--- config.mk ---
export PLATFORM = sky130hd
export DESIGN_NAME = axi_mm2s_dma
export DESIGN_NICKNAME = d
export VERILOG_FILES = /design/src/rtl/dma_pkg.sv /design/src/rtl/axis_skid_buf.sv /design/src/rtl/axi_mm2s_dma.sv
export SDC_FILE = /design/constraint.sdc
export NUM_CORES = 1
export LEC_CHECK = 0
export ABC_AREA = 1
export CAP_MARGIN = 20
export CORE_MARGIN = 2
export CORE_UTILIZATION = 53
export CTS_CLUSTER_DIAMETER = 200
export CTS_CLUSTER_SIZE = 25
export DETAILED_ROUTE_END_ITERATION = 10
export PLACE_DENSITY = 0.88
export REMOVE_ABC_BUFFERS = 1
export SYNTH_ARGS = -nofsm -noshare
export SYNTH_HDL_FRONTEND = slang
export SYNTH_SLANG_ARGS = --single-unit
--- constraint.sdc ---
create_clock -name clk -period 4.5 [get_ports clk]
set_clock_uncertainty 0.1 [all_clocks]
set_input_delay 0.9 -clock clk [delete_from_list [all_inputs] [get_ports clk]]
set_output_delay 0.9 -clock clk [all_outputs]
set_load 0.01 [all_outputs]
--- src/rtl/dma_pkg.sv ---
// Shared definitions for the AXI DMA engines: FSM states, AXI encodings and
// the 4KB-safe burst sizing used by both read and write directions.
package dma_pkg;

  typedef enum logic [1:0] {IDLE, ADDR, DRAIN} state_t;

  localparam logic [1:0] BURST_INCR = 2'b01;
  localparam logic [1:0] RESP_OKAY  = 2'b00;

  // Beats in the next burst: limited by what is left, the burst cap and the
  // distance to the next 4KB boundary (addr is assumed beat-aligned).
  function automatic logic [8:0] burst_beats(input logic [11:0] addr,
                                             input logic [31:0] rem,
                                             input logic [8:0]  max,
                                             input int unsigned lsb);
    logic [12:0] to_4k;
    logic [31:0] n;
    to_4k = (13'h1000 - {1'b0, addr}) >> lsb;
    n = rem;
    if (n > {23'd0, max})   n = {23'd0, max};
    if (n > {19'd0, to_4k}) n = {19'd0, to_4k};
    return n[8:0];
  endfunction

endpackage

--- src/rtl/axis_skid_buf.sv ---
// Two-entry registered skid buffer: breaks the ready path so the upstream
// ready is a flop, while still sustaining one beat per clock.
module axis_skid_buf #(
  parameter int WIDTH = 8
) (
  input  logic             clk,
  input  logic             rstn,
  input  logic [WIDTH-1:0] s_data,
  input  logic             s_valid,
  output logic             s_ready,
  output logic [WIDTH-1:0] m_data,
  output logic             m_valid,
  input  logic             m_ready
);

  logic [WIDTH-1:0] sk_data;
  logic             sk_vld;

  assign s_ready = !sk_vld;

  always_ff @(posedge clk or negedge rstn) begin
    if (!rstn) begin
      m_data  <= '0;
      m_valid <= 1'b0;
      sk_data <= '0;
      sk_vld  <= 1'b0;
    end else if (!m_valid || m_ready) begin
      if (sk_vld) begin
        m_data  <= sk_data;
        m_valid <= 1'b1;
        sk_vld  <= 1'b0;
      end else begin
        m_valid <= s_valid;
        if (s_valid) m_data <= s_data;
      end
    end else if (s_valid && !sk_vld) begin
      // output stalled: park the incoming beat, which drops s_ready next cycle
      sk_data <= s_data;
      sk_vld  <= 1'b1;
    end
  end

endmodule

--- src/rtl/axi_mm2s_dma.sv ---
// Read DMA: turns {addr, beats} commands into 4KB-safe AXI4 INCR read bursts
// and streams the returned data out on AXI-Stream with TLAST on the last beat.
module axi_mm2s_dma
  import dma_pkg::*;
#(
  parameter int DATA_WIDTH      = 128,
  parameter int ADDR_WIDTH      = 32,
  parameter int ID_WIDTH        = 6,
  parameter int ID_VALUE        = 0,
  parameter int MAX_BURST       = 16,
  parameter int MAX_OUTSTANDING = 4,
  parameter int BEATS_WIDTH     = 24
) (
  input  logic                   clk,
  input  logic                   rstn,
  input  logic                   cmd_valid,
  output logic                   cmd_ready,
  input  logic [ADDR_WIDTH-1:0]  cmd_addr,
  input  logic [BEATS_WIDTH-1:0] cmd_beats,
  output logic                   busy,
  output logic                   done,
  output logic                   err,
  output logic [ID_WIDTH-1:0]    m_axi_arid,
  output logic [ADDR_WIDTH-1:0]  m_axi_araddr,
  output logic [7:0]             m_axi_arlen,
  output logic [2:0]             m_axi_arsize,
  output logic [1:0]             m_axi_arburst,
  output logic                   m_axi_arlock,
  output logic [3:0]             m_axi_arcache,
  output logic [2:0]             m_axi_arprot,
  output logic                   m_axi_arvalid,
  input  logic                   m_axi_arready,
  input  logic [ID_WIDTH-1:0]    m_axi_rid,
  input  logic [DATA_WIDTH-1:0]  m_axi_rdata,
  input  logic [1:0]             m_axi_rresp,
  input  logic                   m_axi_rlast,
  input  logic                   m_axi_rvalid,
  output logic                   m_axi_rready,
  output logic [DATA_WIDTH-1:0]  m_axis_tdata,
  output logic                   m_axis_tvalid,
  input  logic                   m_axis_tready,
  output logic                   m_axis_tlast
);

  localparam int BYTES = DATA_WIDTH / 8;
  localparam int LSB   = $clog2(BYTES);
  localparam int OW    = $clog2(MAX_OUTSTANDING + 1);

  state_t                 state, state_nx;
  logic                   alive, done_nx;
  logic [ADDR_WIDTH-1:0]  addr_q, src_addr;
  logic [BEATS_WIDTH-1:0] ar_rem, out_rem, src_rem;
  logic [OW-1:0]          outstanding;
  logic [8:0]             len_beats, ar_step;
  logic                   cmd_fire, ar_fire, r_fire, t_fire, raise, sk_ready;
  logic                   unused_rid;

  assign unused_rid    = ^m_axi_rid;
  assign m_axi_arid    = ID_WIDTH'(ID_VALUE);
  assign m_axi_arsize  = 3'(LSB);
  assign m_axi_arburst = BURST_INCR;
  assign m_axi_arlock  = 1'b0;
  assign m_axi_arcache = 4'b0011;
  assign m_axi_arprot  = 3'b000;

  // alive keeps the ready outputs low while reset is held
  assign cmd_ready = alive && (state == IDLE);
  assign busy      = (state != IDLE);
  assign cmd_fire  = cmd_valid && cmd_ready;
  assign ar_fire   = m_axi_arvalid && m_axi_arready;
  assign r_fire    = m_axi_rvalid && m_axi_rready;
  assign t_fire    = m_axis_tvalid && m_axis_tready;
  assign ar_step   = {1'b0, m_axi_arlen} + 9'd1;

  // First burst is sized straight from the command so ARVALID rises one clock after accept
  assign src_addr  = (state == IDLE) ? (cmd_addr & ~ADDR_WIDTH'(BYTES - 1)) : addr_q;
  assign src_rem   = (state == IDLE) ? cmd_beats : ar_rem;
  assign len_beats = burst_beats(src_addr[11:0], 32'(src_rem), 9'(MAX_BURST), LSB);
  assign raise     = (state == IDLE) ? (cmd_fire && cmd_beats != '0)
                   : (state == ADDR && !m_axi_arvalid && ar_rem != '0 &&
                      outstanding < OW'(MAX_OUTSTANDING));

  always_comb begin
    state_nx = state;
    done_nx  = 1'b0;
    case (state)
      IDLE:  if (cmd_fire) begin
               if (cmd_beats != '0) state_nx = ADDR;
               else                 done_nx  = 1'b1;
             end
      ADDR:  if (ar_rem == '0) state_nx = DRAIN;
      DRAIN: if (out_rem == '0) begin
               state_nx = IDLE;
               done_nx  = 1'b1;
             end
      default: state_nx = IDLE;
    endcase
  end

  always_ff @(posedge clk or negedge rstn) begin
    if (!rstn) begin
      state         <= IDLE;
      alive         <= 1'b0;
      done          <= 1'b0;
      err           <= 1'b0;
      addr_q        <= '0;
      ar_rem        <= '0;
      out_rem       <= '0;
      outstanding   <= '0;
      m_axi_arvalid <= 1'b0;
      m_axi_araddr  <= '0;
      m_axi_arlen   <= '0;
    end else begin
      state <= state_nx;
      alive <= 1'b1;
      done  <= done_nx;
      if (cmd_fire) begin
        addr_q  <= src_addr;
        ar_rem  <= cmd_beats;
        out_rem <= cmd_beats;
        err     <= 1'b0;
      end else begin
        if (ar_fire) begin
          addr_q <= addr_q + (ADDR_WIDTH'(ar_step) << LSB);
          ar_rem <= ar_rem - BEATS_WIDTH'(ar_step);
        end
        if (t_fire) out_rem <= out_rem - BEATS_WIDTH'(1);
        if (r_fire && m_axi_rresp != RESP_OKAY) err <= 1'b1;
      end
      if (raise) begin
        m_axi_arvalid <= 1'b1;
        m_axi_araddr  <= src_addr;
        m_axi_arlen   <= 8'(len_beats - 9'd1);
      end else if (ar_fire) begin
        m_axi_arvalid <= 1'b0;
      end
      case ({ar_fire, r_fire && m_axi_rlast})
        2'b10:   outstanding <= outstanding + OW'(1);
        2'b01:   outstanding <= outstanding - OW'(1);
        default: outstanding <= outstanding;
      endcase
    end
  end

  axis_skid_buf #(.WIDTH(DATA_WIDTH)) u_skid (
    .clk     (clk),
    .rstn    (rstn),
    .s_data  (m_axi_rdata),
    .s_valid (m_axi_rvalid && alive),
    .s_ready (sk_ready),
    .m_data  (m_axis_tdata),
    .m_valid (m_axis_tvalid),
    .m_ready (m_axis_tready)
  );

  assign m_axi_rready = sk_ready && alive;
  assign m_axis_tlast = m_axis_tvalid && (out_rem == BEATS_WIDTH'(1));

endmodule

# Yosys cells after proc, flatten, opt, wreduce, memory -nomap -nowiden
# Cells that the tools add are included.
# op_classes
n_addsub	8
magnitude_cmp	3
n_eq_ne	9
muxes	30
n_bitwise	1
n_reduce_logical	36
# op_table
op	count
$mux 128	2
$mux 24	6
$mux 32	3
$logic_not 24->1	2
$reduce_bool 24->1	2
$add 32x13->32	1
$eq 24x1->1 const B	1
$gt 24x5->1 const B	1
$gt 24x9->1	1
$sub 24x1->24 const B	1
$sub 24x9->24	1
$reduce_bool 2->1	9
$logic_and 1x1->1	15
$sub 13x12->13 const A	1
$mux 1	11
$add 8x1->9 const B	1
$mux 2	4
$mux 8	1
$sub 8x1->8 const B	1
$pmux 2 s3	1
$pmux 3 s2	1
$eq 2x1->1 const B	2
$eq 2x2->1 const B	2
$ne 2x1->1 const B	2
other kinds (11)	15
# totals
regBits	387
inputBits	199
out_inout_bits	195
wordCells	102

# Logic depth before layout (Yosys ltp)
# Gate-level depths: netlist of the first run.
# depth
word_depth	7
depth_mapped	28
mapped_depth_nobuf	27

# Cells and area by module
# Synthesis of the first run repeated with hierarchy kept, for this count alone.
# hier_totals
hier_cells	2857
area_unflattened_um2	20729.9
# by_module_without_submodules
module	n_inst	cells_each	area_per_inst_um2	seq_area_each_um2
axis_skid_buf	1	1522	11487.3	6456.2
axi_mm2s_dma	1	1335	9242.6	3228.1

# Least setup slack after synthesis of the first run
# OpenSTA, ideal clock, no wires.
# synth_timing
path_type	input -> register
startpoint	input port cmd_addr[9]
endpoint	register m_axi_arlen[4]
setup_time_ns	0.117
arrival_ns	3.425
required_time_ns	4.283
slack_ns	0.859
stages	23
path_buffers	1
cell_sequence	or2_2 o21ai_2 inv_1 nor2_1 nand2_2 xor2_1 ha_1 nand2_1 inv_1 nand2_1 nand2_1 nand2_1 nand3_1 nand2_1 clkbuf_1 nand2_1 o21ai_1 ha_1 nand2_1 nand2_1 nand2_1 nand2_1 nand2_1
# synth_between
elab_chain_cells	5
# synth_lines
element	line_no	text
start, declared	axi_mm2s_dma.sv:18	input logic [ADDR_WIDTH-1:0] cmd_addr,
$mux 32	axi_mm2s_dma.sv:76	assign src_addr = (state == IDLE) ? (cmd_addr & ~ADDR_WIDTH'(BYTES - 1)) : addr_q;
$sub 13x12->13	dma_pkg.sv:18	to_4k = (13'h1000 - {1'b0, addr}) >> lsb;
$gt 24x9->1	dma_pkg.sv:21	if (n > {19'd0, to_4k}) n = {19'd0, to_4k};
$mux 8	dma_pkg.sv:21	
$sub 8x1->8	axi_mm2s_dma.sv:133	m_axi_arlen <= 8'(len_beats - 9'd1);
end signal, assigned	axi_mm2s_dma.sv:133	
end, declared	axi_mm2s_dma.sv:25	output logic [7:0] m_axi_arlen,
# No other way between the ends.
# A chain may end at the register's enable or synchronous reset.

# Final worst setup path of the first run
# layout_timing
startpoint	register state[1]
endpoint	register m_axi_arlen[6]
# layout_between
elab_chain_cells	7
elab_cells_between_ends	17
cone_classes	add/sub (2); order compare (2); eq/ne (1); mux (5); reduce/logical (7)
# layout_lines
element	line_no	text
start, declared	axi_mm2s_dma.sv:49	state_t state, state_nx;
start signal, assigned	axi_mm2s_dma.sv:114	state <= state_nx;
$logic_not 2->1	-	
$mux 24	axi_mm2s_dma.sv:77	assign src_rem = (state == IDLE) ? cmd_beats : ar_rem;
$gt 24x5->1	dma_pkg.sv:20	if (n > {23'd0, max}) n = {23'd0, max};
$mux 24	dma_pkg.sv:20	
$gt 24x9->1	dma_pkg.sv:21	
$mux 8	dma_pkg.sv:21	
$sub 8x1->8	axi_mm2s_dma.sv:133	
# Parallel ways exist; a longest one is shown, timed or not.

==> metrics.yaml, run 1 <==
status:
  outcome: "completed"
finish:
  final_nets: 3213
  layout_commonest_cell: "nand2_1"
  stdcell_count: 3497
  final_cell_mix: "1079 x nand2_1, 386 x dfrtp_1, 363 x clkdlybuf4s50_1, 323 x o21ai_0, 273 x inv_1"
  area_growth_pct: 22.9
  fin_area_um2: 24600
  drive_gt1_share_pct: 2.92
  fillers: 3084
clocking:
  cts_resized: 0
  clkTransAtPathRegs_ns: 0.11
  numCtsBuffers: 19
  cts_tree: "built"
  clock_insertion_delay_worst_skew_ns: 0.55
  clockBufferDepth: 3
  postCtsSetupRepairBufs: 0
  cts_root_buf: "clkbuf_16"
  cts.sinks: 387
  h-tree-depth: 1
  cts_hold_buf: 0
sta:
  finalSetupViolCount: 0
  rsz0062_at_grt: "false"
  fmax_mhz: 248
  tns_ns: 0
  slew_headroom_pct: 29.7
  hold_viol: 0
  maxSlewViolCount: 0
  fin_crit_sh_pct: 89.7
  layout_setup_ws_ns: 0.462
  fin_crit_ns: 4.04
  tightest_slew_ns: 1.05
logic_synthesis:
  synthCells: 2679
  synth_warnings: 0
  synth_edf_count: 0
  async_flop_share_pct: 100
  syn_area_um2: 20100
  ys_seq_elements: 387
  syn_area_per_cell_um2: 7.49
  ys_types: 43
  ys.flop_type: "dfrtp_1"
  synth.yosys.seq_area_share_pct: 48.3
placed_design:
  hpwl_um: 41500
  placed_cell_area_um2: 24100
  dpl.cell_count: 3465
  io_buffers: 364
  gp_congestion: 0.976
  dpl_worst_slack_ns: 0.0694
die:
  die_w_um: 199
  num_io_pins: 394
  core_um2: 37500
  initial_core_util_pct: 53.5
  fp-row-count: 71
  die_area_um2: 39400
  die_y_um: 199
power:
  p_clk_share_pct: 14.6
  p_sw_share_pct: 41.6
  report.power.total_mw: 13.1
  p_leak_nw: 12.2
  switchingPower_mw: 5.46
  ir_drop_v: 0.000337
  cellPowerDensity_nw_per_um2: 532
  p_comb_share_pct: 45.6
  seqPwrFrac_pct: 39.8
  internal-power_mw: 7.66
global_route:
  overflow: 0
  grtUsageTotal_pct: 29.3
  grt_first_pass_wirelength_um: 93300
  antenna_found_initial: 6
  grt_pass1_vias: 18368
  grt_max_degree: 249
critical_path:
  reg2reg_to: "m_axi_arlen[6]"
  crit_path_max_fanout: 15
  worstSetupPathType: "reg2reg"
  cp-end-kind: "flop"
  reg2reg_slack_ns: 0.46
  startpoint_type: "flop"
  worstPathRequired_ns: 4.86
  r2r_cells: 23
  rr_startpoint: "state[1]"
  worstPathArrival_ns: 4.40
flow_run:
  max_cap_violations: 0
detailed_routing:
  via_count: 18928
  wl_per_cell_um: 16.7
  drc: 0
  ant_nets: 0
  firstDrtPassIters: 6
  drt_iter0_markers: 1454
  wl_um: 58500
  viasPerCell: 5.41
worst_hold_path:
  hold_path_class: "in2async"
[cells in the mapped netlist (4+ instances only)]
library cell | count | area share (%)
buf_4 | 21 | 0.79
a31oi_1 | 4 | 0.12
a21oi_1 | 26 | 0.65
o21bai_1 | 4 | 0.15
o221ai_1 | 18 | 0.79
o21ai_1 | 12 | 0.30
or2_2 | 4 | 0.12
nand2_2 | 6 | 0.19
o21ai_0 | 323 | 8.1
nor4_1 | 11 | 0.34
buf_1 | 10 | 0.19
nand4_1 | 18 | 0.56
inv_1 | 274 | 5.1
o21ai_2 | 4 | 0.17
nor2_1 | 110 | 2.1
nand2_1 | 1081 | 20
nand3_1 | 72 | 1.8
nor2_2 | 4 | 0.12
buf_2 | 11 | 0.27
clkbuf_1 | 98 | 1.8
dfrtp_1 | 387 | 48
xor2_1 | 47 | 2.1
o211ai_1 | 34 | 1.3
nor3_1 | 27 | 0.67
xnor2_1 | 9 | 0.39
ha_1 | 32 | 2.0
[registers in the layout (all words and copies together) (netlist names), 2 cells and up]
register / count
out_rem: 24
outstanding: 3
u_skid.m_data: 128
addr_q: 32
ar_rem: 24
m_axi_araddr: 32
state: 2
u_skid.sk_data: 128
m_axi_arlen: 8
[metrics by stage]
| step | util (%) | hold slack [ns] |
|---|---|---|
| 6_report | 65.8 | 0.331 |
| 5_1_grt | 65.8 | 0.394 |
| 4_1_cts | 65.6 | 0.378 |
| 3_5_place_dp | 64.3 | 0.353 |
| 3_3_place_gp | 64.3 | 0.349 |
| 2_1_floorplan | - | 0.336 |
[power by group through the flow]
stage	logic (mW)	registers, mW	clock network, mW
after CTS	5.92	5.19	1.96
after detailed placement	5.88	5.25	0
final	5.98	5.21	1.92
after global routing	6.69	5.32	2.07
after global placement	5.70	5.20	0
after floorplan	3.53	5.25	0
[cell families after synthesis]
logic type                 Yosys count  share of synthesized area [%]
other                                2                         0.0374
buffers and inverters              419                           8.42
DFF                                387                           48.3
AOI/OAI and AO/OA                  433                           11.8
and+or+nand+nor                   1347                           26.7
adders and majority gates           35                           2.30
xor gates and xnor gates            56                           2.45
[worst max path at each step]
stage | from | to | slack, ns | cells after the start
floorplan | u_skid.sk_vld | u_skid.m_data[0] | -3.93 | 6
global placement | cmd_addr[4] | m_axi_arlen[4] | 0.12 | 27
detailed placement | cmd_addr[4] | m_axi_arlen[6] | 0.07 | 25
CTS | state[1] | m_axi_arlen[6] | 0.49 | 25
global route | state[1] | m_axi_arlen[4] | 0.05 | 27
finish | state[1] | m_axi_arlen[6] | 0.46 | 23
[per-layer routing]
metal | vias up | track usage, % | share of wire (%)
met3 | 156 | 3.87 | 6.6
met5 | - | 0 | 0
met1 | 9053 | 38.0 | 40
met2 | 746 | 49.1 | 49
met4 | 0 | 13.9 | 4.5
li1 | 8973 | - | -
[cell type report]
cell class | instances | area (um2) | area share, %
Inverter | 276 | 1040 | 4.21
Clock inverter | 2 | 25.0 | 0.102
Clock buffer | 20 | 479 | 1.94
Timing Repair Buffer | 400 | 3980 | 16.2
Multi-Input combinational cell | 1895 | 8780 | 35.6
Antenna cell | 6 | 15.0 | 0.0609
Tap cell | 511 | 639 | 2.59
Sequential cell | 387 | 9690 | 39.3
[critical path, stage by stage (launching register included)]
cell      delay (ns)
dfrtp_1         0.47
nor2_4          0.37
buf_4           0.21
o21ai_1         0.08
nor2_1          0.28
nand3_2         0.16
inv_2           0.11
nand2_2         0.07
xor2_1          0.16
ha_1            0.33
nand2_1         0.12
inv_1           0.05
nand2_1         0.06
nand2_1         0.04
nand2_1         0.05
nand3_1         0.07
nand2_1         0.09
clkinv_1        0.24
nand3_1         0.19
nand2_1         0.12
nor2_1          0.27
nand4_1         0.13
nand3_1         0.10
nand2_1         0.05
Note: power is estimated with default switching activity, not from simulation.
==> run 2, diff against run 1 <==
--- a/config.mk
+++ b/config.mk
@@ -12,7 +12,7 @@
 export CTS_CLUSTER_DIAMETER = 200
 export CTS_CLUSTER_SIZE = 25
 export DETAILED_ROUTE_END_ITERATION = 10
-export PLACE_DENSITY = 0.88
+export PLACE_DENSITY = 0.82
 export REMOVE_ABC_BUFFERS = 1
 export SYNTH_ARGS = -nofsm -noshare
 export SYNTH_HDL_FRONTEND = slang
==> metrics.yaml, run 2 (same netlist as run 1, synthesis figures left out) <==
detailed_routing:
  firstDrtPassIters: 7  # +1
  via_count: 18513  # -2.2%
  viasPerCell: 5.30  # -2.1%
  wl_per_cell_um: 16.6  # -1.0%
  drt_iter0_markers: 1298  # -11%
  wl_um: 57900  # -1.1%
  drc: 0  # unchanged
  ant_nets: 0  # unchanged
clocking:
  cts_resized: 0  # unchanged
  postCtsSetupRepairBufs: 0  # unchanged
  h-tree-depth: 1  # unchanged
  clock_insertion_delay_worst_skew_ns: 0.55  # about the same
  clkTransAtPathRegs_ns: 0.11  # about the same
  cts_root_buf: "clkbuf_16"
  cts_tree: "built"
  cts_hold_buf: 0  # unchanged
  cts.sinks: 387  # unchanged
  numCtsBuffers: 19  # unchanged
  clockBufferDepth: 3  # unchanged
critical_path:
  startpoint_type: "flop"
  rr_startpoint: "state[1]"
  slowest_delay_ns: 0.48  # about the same
  worstSetupPathType: "reg2reg"
  r2r_cells: 21  # -8.7%
  crit_path_start: "state[1]"
  reg2reg_to: "m_axi_arlen[2]"
  worstPathArrival_ns: 4.35  # -0.05 ns
  reg2reg_slack_ns: 0.48  # +0.02 ns
  worstPathCellList: "nor2_4 > a21oi_1 > nor2_1 > nand2_1 > o21ai_0 > nand2_1 > ha_1 > nand2_1 > inv_1 > nand2_1 > nand2_1 > nand2_1 > nand3_1 > nand2_1 > clkinv_1 > nand2_1 > nand2_1 > ha_1 > xor2_1 > nand2_1 > o21ai_0"
  cp-end-kind: "flop"
  endpoint: "m_axi_arlen[2]"
  worstPathRequired_ns: 4.84  # -0.02 ns
  path_common_cell: "nand2_1"
  cp_slowest_cell: "dfrtp_1"
  crit_path_max_fanout: 19  # +4
sta:
  fin_crit_sh_pct: 89.2  # -0.51 points
  slew_headroom_pct: 37.0  # +7.3 points
  fin_crit_ns: 4.02  # -0.0230 ns
  fmax_mhz: 249  # +0.57%
  finalSetupViolCount: 0  # unchanged
  maxSlewViolCount: 0  # unchanged
  tightest_slew_ns: 0.944  # -0.111 ns
  rsz0062_at_grt: "false"
  tns_ns: 0  # unchanged
  hold_viol: 0  # unchanged
die:
  die_area_um2: 39400  # unchanged
  core_um2: 37500  # unchanged
  initial_core_util_pct: 53.5  # unchanged
  num_io_pins: 394  # unchanged
  fp-row-count: 71  # unchanged
  die_y_um: 199  # unchanged
  die_w_um: 199  # unchanged
global_route:
  grt_first_pass_wirelength_um: 92000  # -1.3%
  overflow: 0  # unchanged
  grt_max_degree: 134  # -46%
  antenna_found_initial: 8  # +2
  grt_pass1_vias: 17953  # -2.3%
  grtUsageTotal_pct: 29.3  # -0.094 points
finish:
  final_nets: 3209  # -0.12%
  reg_top3: "u_skid.m_data (128), u_skid.sk_data (128)"
  utilization_pct: 65.8  # +0.067 points
  stdcell_count: 3495  # -0.057%
  layout_commonest_cell: "nand2_1"
  drive_gt1_share_pct: 2.79  # -0.13 points
  fin_area_um2: 24700  # +0.10%
  final_cell_mix: "1079 x nand2_1, 386 x dfrtp_1, 363 x clkdlybuf4s50_1, 323 x o21ai_0, 273 x inv_1"
  area_growth_pct: 23.0
placed_design:
  dpl.cell_count: 3464  # -0.029%
  io_buffers: 364  # unchanged
  gp_congestion: 0.951  # -2.5%
  placed_cell_area_um2: 24100  # +0.12%
  hpwl_um: 41400  # -0.14%
power:
  seqPwrFrac_pct: 39.9  # about the same
  ir_drop_v: 0.000307  # -8.7%
  report.power.total_mw: 13.1  # -0.45%
  internal-power_mw: 7.64  # -0.19%
  p_clk_share_pct: 14.6  # about the same
  p_comb_share_pct: 45.5  # about the same
  switchingPower_mw: 5.41  # -0.82%
  p_leak_nw: 12.2  # about the same
  cellPowerDensity_nw_per_um2: 529  # -0.55%
  p_sw_share_pct: 41.5  # -0.15 points
flow_run:
  max_cap_violations: 0  # unchanged
worst_hold_path:
  hold_path_class: "in2async"
status:
  outcome: "completed"
-- run 2: per-layer routing --
metal / GRT usage, % / wire length, um
met5: 0 / 0
met2: 48.8 / 27800
met1: 37.7 / 23900
met4: 13.4 / 2400
met3: 4.61 / 3790
-- run 2: layout make-up --
class / instances / area [um2]
Inverter: 276 / 1040
Antenna cell: 8 / 20.0
Timing Repair Buffer: 396 / 4000
Sequential cell: 387 / 9690
Clock buffer: 20 / 479
Clock inverter: 2 / 25.0
Multi-Input combinational cell: 1895 / 8780
Tap cell: 511 / 639
Fill cell: 3205 / 12800
-- run 2: critical path, delay by kind of cell (launching register included) --
family	cells	cell delay [ns]
buf+inv	2	0.23
compound gates	3	0.62
flops	1	0.48
xor+xnor	1	0.20
simple gates	13	1.69
fa+ha+maj	2	0.57
-- run 2: how the worst min path moves through the flow --
stage	end	start	slack (ns)	cells past startpoint
after global routing	out_rem[14]	rstn	0.38	1
after global placement	addr_q[3]	addr_q[3]	0.35	2
after detailed placement	addr_q[3]	addr_q[3]	0.35	2
final	u_skid.m_data[105]	rstn	0.31	1
after CTS	u_skid.sk_data[78]	rstn	0.33	1
after floorplan	addr_q[3]	addr_q[3]	0.34	2
-- run 2: metrics by stage --
step | setup WS (ns) | hold WS, ns
4_1_cts | 0.580 | 0.335
3_3_place_gp | 0.171 | 0.349
6_report | 0.485 | 0.315
3_5_place_dp | 0.129 | 0.353
2_1_floorplan | -3.93 | 0.336
5_1_grt | 0.170 | 0.381
-- run 2: power by group through the flow --
stage | registers (mW) | clock network (mW) | logic (mW)
4_1_cts | 5.19 | 1.96 | 5.92
3_5_place_dp | 5.24 | 0 | 5.88
3_3_place_gp | 5.20 | 0 | 5.72
6_report | 5.20 | 1.91 | 5.94
2_1_floorplan | 5.25 | 0 | 3.53
5_1_grt | 5.31 | 2.07 | 6.68
==> run 3, diff against run 2 <==
--- a/config.mk
+++ b/config.mk
@@ -12,7 +12,9 @@
 export CTS_CLUSTER_DIAMETER = 200
 export CTS_CLUSTER_SIZE = 25
 export DETAILED_ROUTE_END_ITERATION = 10
+export GPL_ROUTABILITY_DRIVEN = 0
 export PLACE_DENSITY = 0.82
+export RECOVER_POWER = 50
 export REMOVE_ABC_BUFFERS = 1
 export SYNTH_ARGS = -nofsm -noshare
 export SYNTH_HDL_FRONTEND = slang
==> metrics.yaml, run 3 (same netlist as run 1, synthesis figures left out) <==
status:
  outcome: "finished, violations left"
  violations: "capacitance limit, slew limit"
sta:
  fin_crit_ns: 4.14  # +0.129 ns
  tightest_slew_ns: 2.50  # +1.56 ns
  finalSetupViolCount: 0  # unchanged
  maxSlewViolCount: 358  # +358
  slew_headroom_pct: -66.7  # -100 points
  rsz0062_at_grt: "false"
  hold_viol: 0  # unchanged
  fin_crit_sh_pct: 92.1  # +2.9 points
  holdWs_ns: 0.376  # +0.0615 ns
  fmax_mhz: 241  # -3.1%
global_route:
  grt_pass1_vias: 18209  # +1.4%
  grt_max_degree: 257  # +92%
  grt_first_pass_wirelength_um: 91300  # -0.79%
  grtUsageTotal_pct: 28.7  # -0.52 points
  antenna_found_initial: 3  # -5
  overflow: 0  # unchanged
detailed_routing:
  drt_iter0_markers: 1565  # +21%
  ant_nets: 0  # unchanged
  viasPerCell: 5.40  # +1.9%
  firstDrtPassIters: 6  # -1
  drc: 0  # unchanged
  wl_um: 56700  # -2.0%
  via_count: 18824  # +1.7%
  wl_per_cell_um: 16.3  # -1.8%
power:
  p_leak_nw: 12.1  # -0.52%
  report.power.total_mw: 13.0  # -0.31%
  ir_drop_v: 0.000280  # -8.8%
  cellPowerDensity_nw_per_um2: 531  # +0.31%
worst_hold_path:
  min_path_cells: 2
  hold_end: "addr_q[3]"
  hold_path_class: "reg2reg"
  holdCritStartpoint: "addr_q[3]"
critical_path:
  slowest_delay_ns: 0.52  # +0.04 ns
  cp_slowest_cell: "nor2_4"
  rr_startpoint: "state[1]"
  startpoint_type: "flop"
  worstSetupPathType: "reg2reg"
  crit_buf_inv: 4  # +2
  worstPathRequired_ns: 4.85  # about the same
  crit_path_max_fanout: 21  # +2
  cp-end-kind: "flop"
  r2r_cells: 27  # +29%
  path_common_cell: "nand2_1"
  worstPathArrival_ns: 4.50  # +0.15 ns
  reg2reg_slack_ns: 0.36  # -0.13 ns
  reg2reg_to: "m_axi_arlen[4]"
  crit_family: "simple AND/OR/NAND/NOR gates"
clocking:
  clockBufferDepth: 3  # unchanged
  cts_hold_buf: 0  # unchanged
  clock_insertion_delay_worst_skew_ns: 0.55  # about the same
  clkTransAtPathRegs_ns: 0.11  # about the same
  cts.sinks: 387  # unchanged
  postCtsSetupRepairBufs: 0  # unchanged
  h-tree-depth: 1  # unchanged
  cts_resized: 0  # unchanged
  cts_root_buf: "clkbuf_16"
  numCtsBuffers: 19  # unchanged
  cts_tree: "built"
finish:
  layout_commonest_cell: "nand2_1"
  area_growth_pct: 22.3
  stdcell_count: 3486  # -0.26%
  final_cell_mix: "1079 x nand2_1, 386 x dfrtp_1, 361 x clkdlybuf4s50_1, 323 x o21ai_0, 273 x inv_1"
  multi_input_area_um2: 8780  # unchanged
  reg_top3: "u_skid.m_data (128), u_skid.sk_data (128)"
  final_nets: 3205  # -0.12%
  drive_gt1_share_pct: 2.56  # -0.23 points
  seq_area_um2: 9690  # unchanged
  fillers: 3138  # -2.1%
die:
  die_area_um2: 39400  # unchanged
  core_um2: 37500  # unchanged
  die_w_um: 199  # unchanged
  initial_core_util_pct: 53.5  # unchanged
  die_y_um: 199  # unchanged
  fp-row-count: 71  # unchanged
  num_io_pins: 394  # unchanged
placed_design:
  dpl.cell_count: 3461  # -0.087%
  io_buffers: 364  # unchanged
  hpwl_um: 39900  # -3.7%
flow_run:
  max_cap_violations: 2  # +2
## run 3: worst reg2reg max path, stage by stage (launching register included)
cell and delay [ns]:
dfrtp_1 0.47, nor2_4 0.52, buf_4 0.34, nand2_1 0.09, nand2_1 0.07, inv_1 0.04, nor2_1 0.10, nand3_1 0.12
nor2_4 0.16, nand2_2 0.10, a21oi_1 0.16, ha_1 0.27, nand2_1 0.08, inv_1 0.04, nand2_1 0.05, nand2_1 0.05
nand2_1 0.05, nand3_1 0.06, nand2_1 0.08, clkinv_1 0.23, nand3_1 0.20, nand2_1 0.12, nor2_1 0.25, nand2_1 0.09
nand2_1 0.08, nand2_1 0.06, nand2_1 0.06, nand2_1 0.05
## run 3: layout make-up
class,instances,area share (%)
flip-flops and latches,387,39.5
multi-input cells,1895,35.8
repair buffers,392,15.7
inverters,276,4.23
well taps,511,2.61
clock buffers,20,1.95
clock inverters,2,0.102
diodes,3,0.0306
## run 3: per-layer routing
metal | routed length, um | vias up | GRT usage [%] | part of all wire [%]
li1 | - | 8972 | - | -
met3 | 4040 | 166 | 4.27 | 7.1
met2 | 26900 | 781 | 47.4 | 47
met4 | 2960 | 0 | 14.6 | 5.2
met1 | 22800 | 8905 | 37.0 | 40
met5 | 0 | - | 0 | 0
## run 3: per-stage QoR
stage	setup WS, ns	TNS [ns]	cell area (um2)	utilization (%)
after floorplan	-3.93	-996.02	19500	-
after global placement	0.249	0	24100	64.2
after detailed placement	0.116	0	24100	64.2
after CTS	0.465	0	24600	65.6
after global routing	0.0215	0	24500	65.4
final	0.355	0	24500	65.4
## run 3: power breakdown
part / switching, mW / internal (mW) / total, mW
registers: 0.733 / 4.45 / 5.18
logic: 3.53 / 2.40 / 5.92
clock network: 1.13 / 0.778 / 1.91
## run 3: how the worst max path moves through the flow
stage,startpoint,end,slack (ns),cells past startpoint
after global placement,cmd_beats[11],m_axi_arlen[2],0.25,23
final,state[1],m_axi_arlen[4],0.36,27
after global routing,state[1],m_axi_arlen[4],0.02,26
after detailed placement,cmd_addr[4],m_axi_arlen[2],0.12,25
after CTS,state[1],m_axi_arlen[2],0.46,24
after floorplan,u_skid.sk_vld,u_skid.m_data[0],-3.93,6
